===== src/rtl/updown_counter_ctrl.sv =====
// updown_counter_ctrl: button-controlled up/down counter with an internal
// prescaler that produces a single-domain clock enable (tick).
// Buttons: btn_dir toggles direction, btn_run toggles run/pause, btn_clr
// clears the count. Each button is 2-FF synchronised and rising-edge detected.
// SATURATE selects wrap (0) or hold-at-limit (1) behaviour.
// Optional macro DEBOUNCE_EN inserts a per-button debouncer of
// DEBOUNCE_CYCLES stable cycles between the synchroniser and the edge detector.
module updown_counter_ctrl #(
  parameter int WIDTH           = 4,
  parameter int PRESCALE        = 16777216,
  parameter int SATURATE        = 0,
  parameter int DEBOUNCE_CYCLES = 65536
) (
  input  logic             clk,
  input  logic             rst_n,
  input  logic             btn_dir,
  input  logic             btn_run,
  input  logic             btn_clr,
  output logic [WIDTH-1:0] count,
  output logic             dir,
  output logic             run,
  output logic             tick,
  output logic             limit
);

  localparam int PS_W = (PRESCALE > 2) ? $clog2(PRESCALE) : 1;
  localparam logic [PS_W-1:0] PS_LAST = PS_W'(PRESCALE - 1);

  // Reject nonsensical parameter sets at elaboration time.
  if (WIDTH < 1 || PRESCALE < 2 || DEBOUNCE_CYCLES < 1) begin : g_bad_param
    $error("updown_counter_ctrl: illegal parameter value");
  end

  // Button bit order: [0]=dir, [1]=run, [2]=clr.
  logic [2:0] btn_raw;
  logic [2:0] sync1;
  logic [2:0] sync2;
  logic [2:0] level;
  logic [2:0] prev;
  logic [2:0] press;

  logic [PS_W-1:0] presc;

  assign btn_raw = {btn_clr, btn_run, btn_dir};

  // Two-flop synchroniser for the asynchronous pushbuttons.
  always_ff @(posedge clk) begin
    if (!rst_n) begin
      sync1 <= '0;
      sync2 <= '0;
    end else begin
      sync1 <= btn_raw;
      sync2 <= sync1;
    end
  end

`ifdef DEBOUNCE_EN
  localparam int DB_W = (DEBOUNCE_CYCLES > 1) ? $clog2(DEBOUNCE_CYCLES + 1) : 1;
  localparam logic [DB_W-1:0] DB_LAST = DB_W'(DEBOUNCE_CYCLES - 1);

  logic [DB_W-1:0] db_cnt [3];
  logic [2:0]      db_level;

  // Debouncer: level follows the input only after DEBOUNCE_CYCLES consecutive
  // differing samples; any return to the current level restarts the count.
  always_ff @(posedge clk) begin
    if (!rst_n) begin
      db_level <= '0;
      for (int unsigned i = 0; i < 3; i++) begin
        db_cnt[i] <= '0;
      end
    end else begin
      for (int unsigned i = 0; i < 3; i++) begin
        if (sync2[i] != db_level[i]) begin
          if (db_cnt[i] == DB_LAST) begin
            db_level[i] <= sync2[i];
            db_cnt[i]   <= '0;
          end else begin
            db_cnt[i] <= db_cnt[i] + DB_W'(1);
          end
        end else begin
          db_cnt[i] <= '0;
        end
      end
    end
  end

  assign level = db_level;
`else
  assign level = sync2;
`endif

  // Edge-detect history; a held button yields exactly one press pulse.
  always_ff @(posedge clk) begin
    if (!rst_n) begin
      prev <= '0;
    end else begin
      prev <= level;
    end
  end

  assign press = level & ~prev;

  // Control state, prescaler and counter. Steps use the pre-edge dir/run so a
  // coincident press only affects later steps; clr overrides any step.
  always_ff @(posedge clk) begin
    if (!rst_n) begin
      count <= '0;
      dir   <= 1'b0;
      run   <= 1'b1;
      tick  <= 1'b0;
      limit <= 1'b0;
      presc <= '0;
    end else begin
      tick  <= 1'b0;
      limit <= 1'b0;
      if (press[0]) begin
        dir <= ~dir;
      end
      if (press[1]) begin
        run <= ~run;
      end
      if (press[2]) begin
        count <= '0;
        presc <= '0;
      end else if (run) begin
        if (presc == PS_LAST) begin
          presc <= '0;
          tick  <= 1'b1;
          if (dir) begin
            if (count == '1) begin
              limit <= 1'b1;
              if (SATURATE == 0) begin
                count <= '0;
              end
            end else begin
              count <= count + WIDTH'(1);
            end
          end else begin
            if (count == '0) begin
              limit <= 1'b1;
              if (SATURATE == 0) begin
                count <= '1;
              end
            end else begin
              count <= count - WIDTH'(1);
            end
          end
        end else begin
          presc <= presc + PS_W'(1);
        end
      end
    end
  end

endmodule


===== config.mk =====
export PLATFORM = sky130hd
export DESIGN_NAME = updown_counter_ctrl
export DESIGN_NICKNAME = d
export VERILOG_FILES = /design/src/rtl/updown_counter_ctrl.sv
export SDC_FILE = /design/constraint.sdc
export NUM_CORES = 1
export LEC_CHECK = 0
export ABC_AREA = 0
export BUFFER_PORTS_ARGS = -buffer_cell sky130_fd_sc_hd__buf_2
export CORE_UTILIZATION = 35
export CTS_CLUSTER_DIAMETER = 30
export CTS_CLUSTER_SIZE = 30
export DETAILED_ROUTE_END_ITERATION = 8
export PLACE_DENSITY = 0.48
export RECOVER_POWER = 50
export SYNTH_ARGS = -nofsm -noshare
export SYNTH_HDL_FRONTEND = slang
export SYNTH_SLANG_ARGS = --single-unit

===== constraint.sdc =====
create_clock -name clk -period 4.4 [get_ports clk]
set_input_delay 0.44 -clock clk [delete_from_list [all_inputs] [get_ports clk]]
set_output_delay 0.44 -clock clk [all_outputs]
set_load 0.005 [all_outputs]

==> flow_metrics.tcl, run 1 <==
set metrics [dict create \
    drv_cap 0 \
    grt_pass1_vias 1420 \
    cts_root_buf "clkbuf_8" \
    dieArea_mm2 0.00566 \
    num-fill-cells 542 \
    cts_inserted_buffers 5 \
    clk_latency_ps 290 \
    setup_viol 0 \
    avgViaCountPerCell 5.18 \
    outcome "completed" \
    cts_setup_buffers 0 \
    cts.sinks 41 \
    hold_start "btn_clr" \
    path_max_fanout 17 \
    dp_slack_ps 1960 \
    hold_viol 0 \
    hold_end "sync1[2]$_SDFF_PN0_" \
    hold_depth 2 \
    initial_core_util_pct 36.5 \
    hpwl_um 2550 \
    drt_iter0_markers 120 \
    leakage_nw 0.669 \
    grt-ovfl-total 0 \
    final_common_cell "dfxtp_1" \
    yosys_register_bits 41 \
    layout_common_cells "dfxtp_1, a21oi_1, nor2_1" \
    cts_tree "built" \
    fp.dieH_um 75.2 \
    ir_drop_v 0.000157 \
    clockBufferDepth 2 \
    yosysSeqAreaShare_pct 43.8 \
    cts_max_level 2 \
    stdcell_count 290 \
    holdBufCountCts 0 \
    drtPass1Iterations 4 \
    synth_cell_types 40 \
    crit_required_ps 4550 \
    drtAntennaViolNets 0 \
    hold_ws_ps 353 \
    portBuffers 12 \
    worst_pin_slew_ps 730 \
    cts-resized-gates 0 \
    yosysWarnings 0 \
    syn_nets 217 \
    coreArea_mm2 0.00514 \
    grt_max_degree 18 \
    finClkSkew_ps 6.40 \
    antenna_found_initial 0 \
    post_route_cells_drive_above_1_share_pct 8.64 \
    slew_viol_final 0 \
    clk_pin_slew_worst_paths_ps 80 \
    worst_slack_ps 1830 \
    power_mw 0.710 \
    cp-start-kind "register" \
    period_share_pct 58.3 \
    rows 26 \
    critPathCaptureType "register" \
    place_area_mm2 0.00198 \
    regToRegStartpoint "presc[0]$_SDFFE_PP0P_" \
    vias 1502 \
    arrival_ps 2710 \
    synth.cell_area_mm2 0.00188 \
    max_slew_margin_pct 51.4 \
    drc 0 \
    fin_util_pct 40.2 \
    area_delta_synth_final_pct 10.1 \
    die_w_um 75.2 \
    regToRegSetupSlack_ps 1830 \
    power_density_mw_per_mm2 344 \
    grt_pass1_wl_um 6120 \
    critical_path_class "reg2reg" \
    routed_wl_um 3510 \
    grt_use_total_pct 14.4 \
    n_antenna_cell 0 \
    io_pins 13 \
    tns_ps 0 \
    rsz0062_at_grt "false" \
    gp_congestion 0.727 \
    fmax_mhz 390 \
    fin_area_mm2 0.00206 \
    syn_inst 209 \
    hp-class "in2reg" \
    fin_crit_ps 2570 \
    r2r_end "count[3]$_SDFFE_PP0P_" \
    reg2reg_depth 5 \
    wl_per_cell_um 12.1 \
    syn_avg_cell_area_um2 8.97 \
    dp_cells 282 \
    nets 227 \
]
[critical path, cell delays in order, from the launching register on]
cell and delay (ps):
dfxtp_1 370, ha_1 200, nand4_1 320, or3_1 680, o21ai_2 670, o32ai_2 170
[registers in the layout (all words and copies together) (netlist names)]
signal  flops
sync1       3
tick        1
count       4
level       3
run         1
prev        3
presc      24
limit       1
dir         1
[cells by family after synthesis]
group | after synthesis | synth area share (%)
multiplexers | 1 | 0.534
AND/OR/NAND/NOR | 88 | 28.0
adder cells (fa/ha/maj) | 3 | 2.00
flip-flops | 41 | 43.8
buffers and inverters | 19 | 4.60
AO/OA/AOI/OAI | 42 | 14.1
XOR/XNOR | 15 | 7.00
[metal layers]
metal	up-vias	track usage (%)	routed length (um)
li1	770	-	-
met1	698	17.9	1690
met2	26	23.3	1630
met3	8	3.61	126
met4	0	7.00	61
met5	-	0	0
[how the worst max path moves through the flow]
stage,cells past startpoint,endpoint,slack [ps],from
6_report,5,count[3]$_SDFFE_PP0P_,1830,presc[0]$_SDFFE_PP0P_
3_5_place_dp,5,count[3]$_SDFFE_PP0P_,1960,presc[0]$_SDFFE_PP0P_
2_1_floorplan,7,count[1]$_SDFFE_PP0P_,2450,presc[0]$_SDFFE_PP0P_
3_3_place_gp,5,count[3]$_SDFFE_PP0P_,2060,presc[0]$_SDFFE_PP0P_
5_1_grt,5,count[3]$_SDFFE_PP0P_,1640,presc[0]$_SDFFE_PP0P_
4_1_cts,5,count[3]$_SDFFE_PP0P_,1950,presc[0]$_SDFFE_PP0P_
[power breakdown]
group / switching [mW] / internal [mW] / total, mW
Clock: 0.132 / 0.170 / 0.302
Combinational: 0.0132 / 0.0116 / 0.0248
Sequential: 0.00594 / 0.378 / 0.384
[area by class of cell]
class	instances	area, um^2	share of cell area [%]
multi-input cells	149	950	46.0
flip-flops and latches	41	821	39.8
well taps	70	87.6	4.24
clock buffers	5	68.8	3.33
repair buffers	13	57.6	2.79
clock inverters	3	46.3	2.24
inverters	9	33.8	1.64
[cells in the mapped netlist]
cell | count | area share (%)
dfxtp_1 | 41 | 44
a21oi_1 | 17 | 4.5
clkbuf_1 | 5 | 1.0
nand2_1 | 12 | 2.4
buf_4 | 1 | 0.40
o311ai_0 | 2 | 0.93
or2_2 | 1 | 0.33
mux2i_1 | 1 | 0.53
inv_1 | 9 | 1.8
nand4_2 | 2 | 1.3
and2_1 | 11 | 3.7
nand3_1 | 10 | 2.7
nor4_1 | 2 | 0.67
nand2b_1 | 3 | 1.0
or3_1 | 6 | 2.0
clkbuf_2 | 1 | 0.27
nor3_1 | 2 | 0.53
or3_4 | 1 | 0.60
buf_6 | 1 | 0.60
nor2_1 | 15 | 3.0
and3_1 | 1 | 0.33
o311a_1 | 1 | 0.53
o21ai_0 | 8 | 2.1
o32ai_2 | 1 | 0.87
xor2_1 | 7 | 3.3
o21a_1 | 1 | 0.40
nand4_1 | 6 | 2.0
nand4_4 | 1 | 1.1
buf_2 | 2 | 0.53
a31oi_1 | 2 | 0.67
nor2b_1 | 1 | 0.33
o22ai_1 | 1 | 0.33
o21ai_2 | 1 | 0.47
or4_1 | 9 | 3.6
xnor2_1 | 8 | 3.7
nor3b_1 | 1 | 0.40
and4_1 | 3 | 1.4
or4_4 | 1 | 0.60
ha_1 | 3 | 2.0
o31ai_1 | 8 | 3.2
No activity file was read; power rests on OpenSTA's default activity.
==> inputs of run 2 (changes only) <==
--- a/config.mk
+++ b/config.mk
@@ -11,7 +11,7 @@
 export CTS_CLUSTER_DIAMETER = 30
 export CTS_CLUSTER_SIZE = 30
 export DETAILED_ROUTE_END_ITERATION = 8
-export PLACE_DENSITY = 0.48
+export PLACE_DENSITY = 0.5
 export RECOVER_POWER = 50
 export SYNTH_ARGS = -nofsm -noshare
 export SYNTH_HDL_FRONTEND = slang
==> constraint.sdc (replaced) <==
create_clock -name clk -period 2.1 [get_ports clk]
set_input_delay 0.21 -clock clk [delete_from_list [all_inputs] [get_ports clk]]
set_output_delay 0.21 -clock clk [all_outputs]
set_load 0.005 [all_outputs]
==> run 2 against run 1 <==
  * First-iteration DRC count down 51%
  * Final cell count is 5.5% higher
  * Combinational power grew to 2.6 times the previous value
  * Worst setup slack got worse by 1600 ps
  * Clock-buffer cell count is 1 higher
  * Wire length up 3.5%
  * Sequential share of layout area is 2.6 points lower
  * Final area up 7.0%
  * Sequential power grew 110%
  * Critical path depth shrank 1
  * Worst hold slack worse by 240 ps
  * Utilization rose by 2.8 points
  * Critical path type unchanged
  * Critical endpoint unchanged
  * Largest power group unchanged
==> flow_metrics.tcl, run 2 (same netlist as run 1, synthesis figures left out) <==
set metrics [dict create \
    hold_viol 0 \
    clockBufferDepth 2 \
    cts_max_level 2 \
    grt_pass1_wl_um 6200 \
    outcome "completed" \
    drv_cap 0 \
    path_max_fanout 10 \
    largest_registers "presc x24, count x4" \
    largest_reg_flops 24 \
    crit_required_ps 2310 \
    startpoint "presc[13]$_SDFFE_PP0P_" \
    setup_viol 0 \
    coreArea_mm2 0.00514 \
    cp_slowest_cell "or4_4" \
    crit_chain "nand4_2 -> or4_4 -> or3_4 -> o32ai_2" \
    final_common_cell "dfxtp_1" \
    cts_root_buf "clkbuf_8" \
    cp.depth 4 \
    portBuffers 12 \
    regMostFlops "presc" \
    period_share_pct 91.2 \
    cts_tree "built" \
    finClkSkew_ps 10.5 \
    regToRegStartpoint "presc[13]$_SDFFE_PP0P_" \
    wl_per_cell_um 11.9 \
    reg2reg_depth 4 \
    io_pins 13 \
    post_route_cells_drive_above_1_share_pct 16.9 \
    dp_slack_ps 105 \
    drc 0 \
    leakage_nw 0.763 \
    arrival_ps 2130 \
    ir_drop_v 0.000437 \
    tns_ps 0 \
    cts.sinks 41 \
    fin_crit_ps 1910 \
    area_delta_synth_final_pct 17.7 \
    routed_wl_um 3630 \
    fmax_mhz 522 \
    n_antenna_cell 0 \
    gp_congestion 0.719 \
    die_w_um 75.2 \
    rows 26 \
    fp.dieH_um 75.2 \
    antenna_found_initial 0 \
    hold_start "btn_clr" \
    avgViaCountPerCell 4.94 \
    worst_pin_slew_ps 399 \
    critical_path_class "reg2reg" \
    clk_latency_ps 300 \
    grt_use_total_pct 15.2 \
    drt_iter0_markers 59 \
    hold_depth 2 \
    crit_buf_inv 0 \
    nets 243 \
    layout_common_cells "dfxtp_1, a21oi_1, buf_4" \
    grt-ovfl-total 0 \
    clk_pin_slew_worst_paths_ps 90 \
    slew_viol_final 0 \
    hp-class "in2reg" \
    rsz0062_at_grt "false" \
    cts_setup_buffers 0 \
    grt_pass1_vias 1380 \
    cpLargestDelayFamily "simple AND/OR/NAND/NOR gates" \
    grt_max_degree 14 \
    vias 1513 \
    power_density_mw_per_mm2 684 \
    holdBufCountCts 0 \
    cts_inserted_buffers 5 \
    cp-start-kind "register" \
    hpwl_um 2570 \
    max_slew_margin_pct 73.4 \
    critPathCaptureType "register" \
    drtPass1Iterations 4 \
    power_mw 1.51 \
    worst_slack_ps 185 \
    initial_core_util_pct 36.5 \
    dieArea_mm2 0.00566 \
    critPathMaxStageDelay_ps 610 \
    drtAntennaViolNets 0 \
]
-- run 2: report_power, final --
group | leakage (nW) | switching [mW] | internal [mW]
sequential | 0.332 | 0.0107 | 0.792
combinational | 0.375 | 0.0341 | 0.0316
clock | 0.0554 | 0.285 | 0.357
total | 0.763 | 0.330 | 1.18
-- run 2: repair_timing --
item	in CTS	in global routing
setup endpoints to repair	0	17
gates resized for setup	0	2
hold endpoints to repair	0	0
-- run 2: final timing paths --
check | endpoint | slack (ps)
worst max-delay path | count[3]$_SDFFE_PP0P_ | 190
worst min-delay path | sync1[2]$_SDFF_PN0_ | 110
worst max register to register | count[3]$_SDFFE_PP0P_ | 190
worst min register to register | level[0]$_SDFF_PN0_ | 440
-- run 2: metrics by stage --
step	std cells	hold WS (ps)	utilization (%)	area (um^2)
final	306	112	43.0	2210
after detailed placement	298	419	40.8	2100
after floorplan	209	337	-	1880
after CTS	306	99.1	43.0	2210
after global routing	306	104	43.0	2210
after global placement	298	415	40.8	2100
-- run 2: area by class of cell --
cell class | instances | area [um^2]
Inverter | 9 | 33.8
Sequential cell | 41 | 821
Timing Repair Buffer | 29 | 178
Clock buffer | 6 | 72.6
Fill cell | 566 | 2930
Tap cell | 70 | 87.6
Clock inverter | 2 | 38.8
Multi-Input combinational cell | 149 | 977
-- run 2: metal layers --
| metal | wire length [um] | GRT usage [%] | up-vias |
|---|---|---|---|
| met5 | 0 | 0 | - |
| met2 | 1600 | 24.0 | 16 |
| met1 | 1840 | 18.6 | 686 |
| met4 | 103 | 9.26 | 0 |
| li1 | - | - | 804 |
| met3 | 89 | 3.61 | 7 |
-- run 2: worst register-to-register path: cells and delay by family (launching register included) --
| family | cells | cell delay (ps) |
|---|---|---|
| and+or+nand+nor | 3 | 1140 |
| DFF | 1 | 420 |
| AOI/OAI and AO/OA | 1 | 250 |
==> inputs of run 3 (changes only) <==
--- a/config.mk
+++ b/config.mk
@@ -13,6 +13,7 @@
 export DETAILED_ROUTE_END_ITERATION = 8
 export PLACE_DENSITY = 0.5
 export RECOVER_POWER = 50
+export REMOVE_ABC_BUFFERS = 1
 export SYNTH_ARGS = -nofsm -noshare
 export SYNTH_HDL_FRONTEND = slang
 export SYNTH_SLANG_ARGS = --single-unit
==> run 3 against run 2 <==
  * Power increased by 0.91%
  * Largest cell class unchanged
  * Wire length decreased by 0.22%
  * Register-to-register slack got worse by 30 ps
==> flow_metrics.tcl, run 3 (same netlist as run 1, synthesis figures left out) <==
set metrics [dict create \
    n_antenna_cell 0 \
    drv_cap 0 \
    regToRegStartpoint "presc[10]$_SDFFE_PP0P_" \
    io_pins 13 \
    rsz0062_at_grt "false" \
    hpwl_um 2610 \
    avgViaCountPerCell 4.99 \
    cts_tree "built" \
    largest_reg_flops 24 \
    cts_inserted_buffers 5 \
    cts_setup_buffers 0 \
    ir_drop_v 0.000342 \
    hp-class "in2reg" \
    coreArea_mm2 0.00514 \
    die_w_um 75.2 \
    drt_iter0_markers 74 \
    max_slew_margin_pct 73.1 \
    fin_util_pct 42.9 \
    drc 0 \
    largest_registers "presc x24, count x4" \
    rows 26 \
    hold_depth 2 \
    dieArea_mm2 0.00566 \
    period_share_pct 92.4 \
    wl_per_cell_um 11.8 \
    grt_use_total_pct 15.2 \
    cts-resized-gates 0 \
    clk_latency_ps 290 \
    grt_max_degree 18 \
    grt_pass1_vias 1418 \
    clockBufferDepth 2 \
    vias 1526 \
    drtAntennaViolNets 0 \
    slew_viol_final 0 \
    grt-ovfl-total 0 \
    setup_viol 0 \
    dr_wl_met2_um 1670 \
    worst_slack_ps 160 \
    nets 243 \
    critical_path_class "reg2reg" \
    area_delta_synth_final_pct 17.5 \
    finClkSkew_ps 2.51 \
    regMostFlops "presc" \
    holdBufCountCts 0 \
    fmax_mhz 516 \
    final_common_cell "dfxtp_1" \
    grt_pass1_wl_um 6340 \
    initial_core_util_pct 36.5 \
    cp-start-kind "register" \
    cts_root_buf "clkbuf_8" \
    critPathCaptureType "register" \
    hold_ws_ps 118 \
    outcome "completed" \
    portBuffers 12 \
    antenna_found_initial 0 \
    path_max_fanout 6 \
    routed_wl_um 3630 \
    hold_end "sync1[0]$_SDFF_PN0_" \
    drtPass1Iterations 4 \
    tns_ps 0 \
    hold_viol 0 \
    arrival_ps 2170 \
    fin_crit_ps 1940 \
    hold_start "btn_dir" \
    fp.dieH_um 75.2 \
    reg2reg_depth 4 \
    r2r_end "presc[23]$_SDFFE_PP0P_" \
    cts_max_level 2 \
    dr_wl_met3_um 102 \
    cts.sinks 41 \
    leakage_nw 0.758 \
    clk_pin_slew_worst_paths_ps 80 \
    highest_layer "met4" \
    gp_congestion 0.724 \
    dp_slack_ps 83.8 \
    crit_required_ps 2330 \
    regToRegSetupSlack_ps 160 \
    power_density_mw_per_mm2 691 \
    wl_met1_um 1800 \
    post_route_cells_drive_above_1_share_pct 15.7 \
    layout_common_cells "dfxtp_1, a21oi_1, nor2_1, buf_4, nand2_1" \
    worst_pin_slew_ps 403 \
    power_mw 1.52 \
]
[run 3: cell types whose count changed in the layout (fill, tap and decap cells not counted), sizes merged]
cell,delta
buf,-2
clkbuf,+3
clkinv,-1
[run 3: final cells by class]
| class | count | area, um^2 |
|---|---|---|
| clock buffers | 7 | 86.3 |
| repair buffers | 29 | 173 |
| well taps | 70 | 87.6 |
| fillers | 547 | 2940 |
| flip-flops and latches | 41 | 821 |
| multi-input cells | 149 | 973 |
| clock inverters | 1 | 30.0 |
| inverters | 9 | 33.8 |
[run 3: worst max-delay path by stage]
stage	from	end	slack, ps	cells after the start
after global placement	presc[1]$_SDFFE_PP0P_	count[3]$_SDFFE_PP0P_	120	5
after CTS	presc[1]$_SDFFE_PP0P_	count[3]$_SDFFE_PP0P_	60	5
after floorplan	presc[0]$_SDFFE_PP0P_	count[3]$_SDFFE_PP0P_	60	5
after global routing	run$_SDFFE_PN1P_	presc[21]$_SDFFE_PP0P_	20	5
final	presc[10]$_SDFFE_PP0P_	presc[23]$_SDFFE_PP0P_	160	4
after detailed placement	presc[1]$_SDFFE_PP0P_	count[3]$_SDFFE_PP0P_	80	5
[run 3: per-layer routing]
metal	global-route usage (%)	vias up
li1	-	807
met1	18.6	697
met2	25.1	17
met3	4.02	5
met4	6.79	0
met5	0	-
[run 3: through the flow]
step                area [um^2]  std cells
floorplan                  1820        199
global placement           2100        298
detailed placement         2100        298
CTS                        2210        306
global route               2200        306
finish                     2200        306
[run 3: power breakdown]
group	switching (mW)	leakage, nW	total (mW)	internal, mW
clock	0.272	0.0585	0.660	0.388
sequential	0.0102	0.332	0.802	0.791
combinational	0.0331	0.367	0.0620	0.0288
[run 3: worst max-delay path, cell delays in order, from the launching register on]
cell	delay (ps)
dfxtp_1	370
nand4_1	190
or4_1	660
or4_1	500
a21oi_1	150
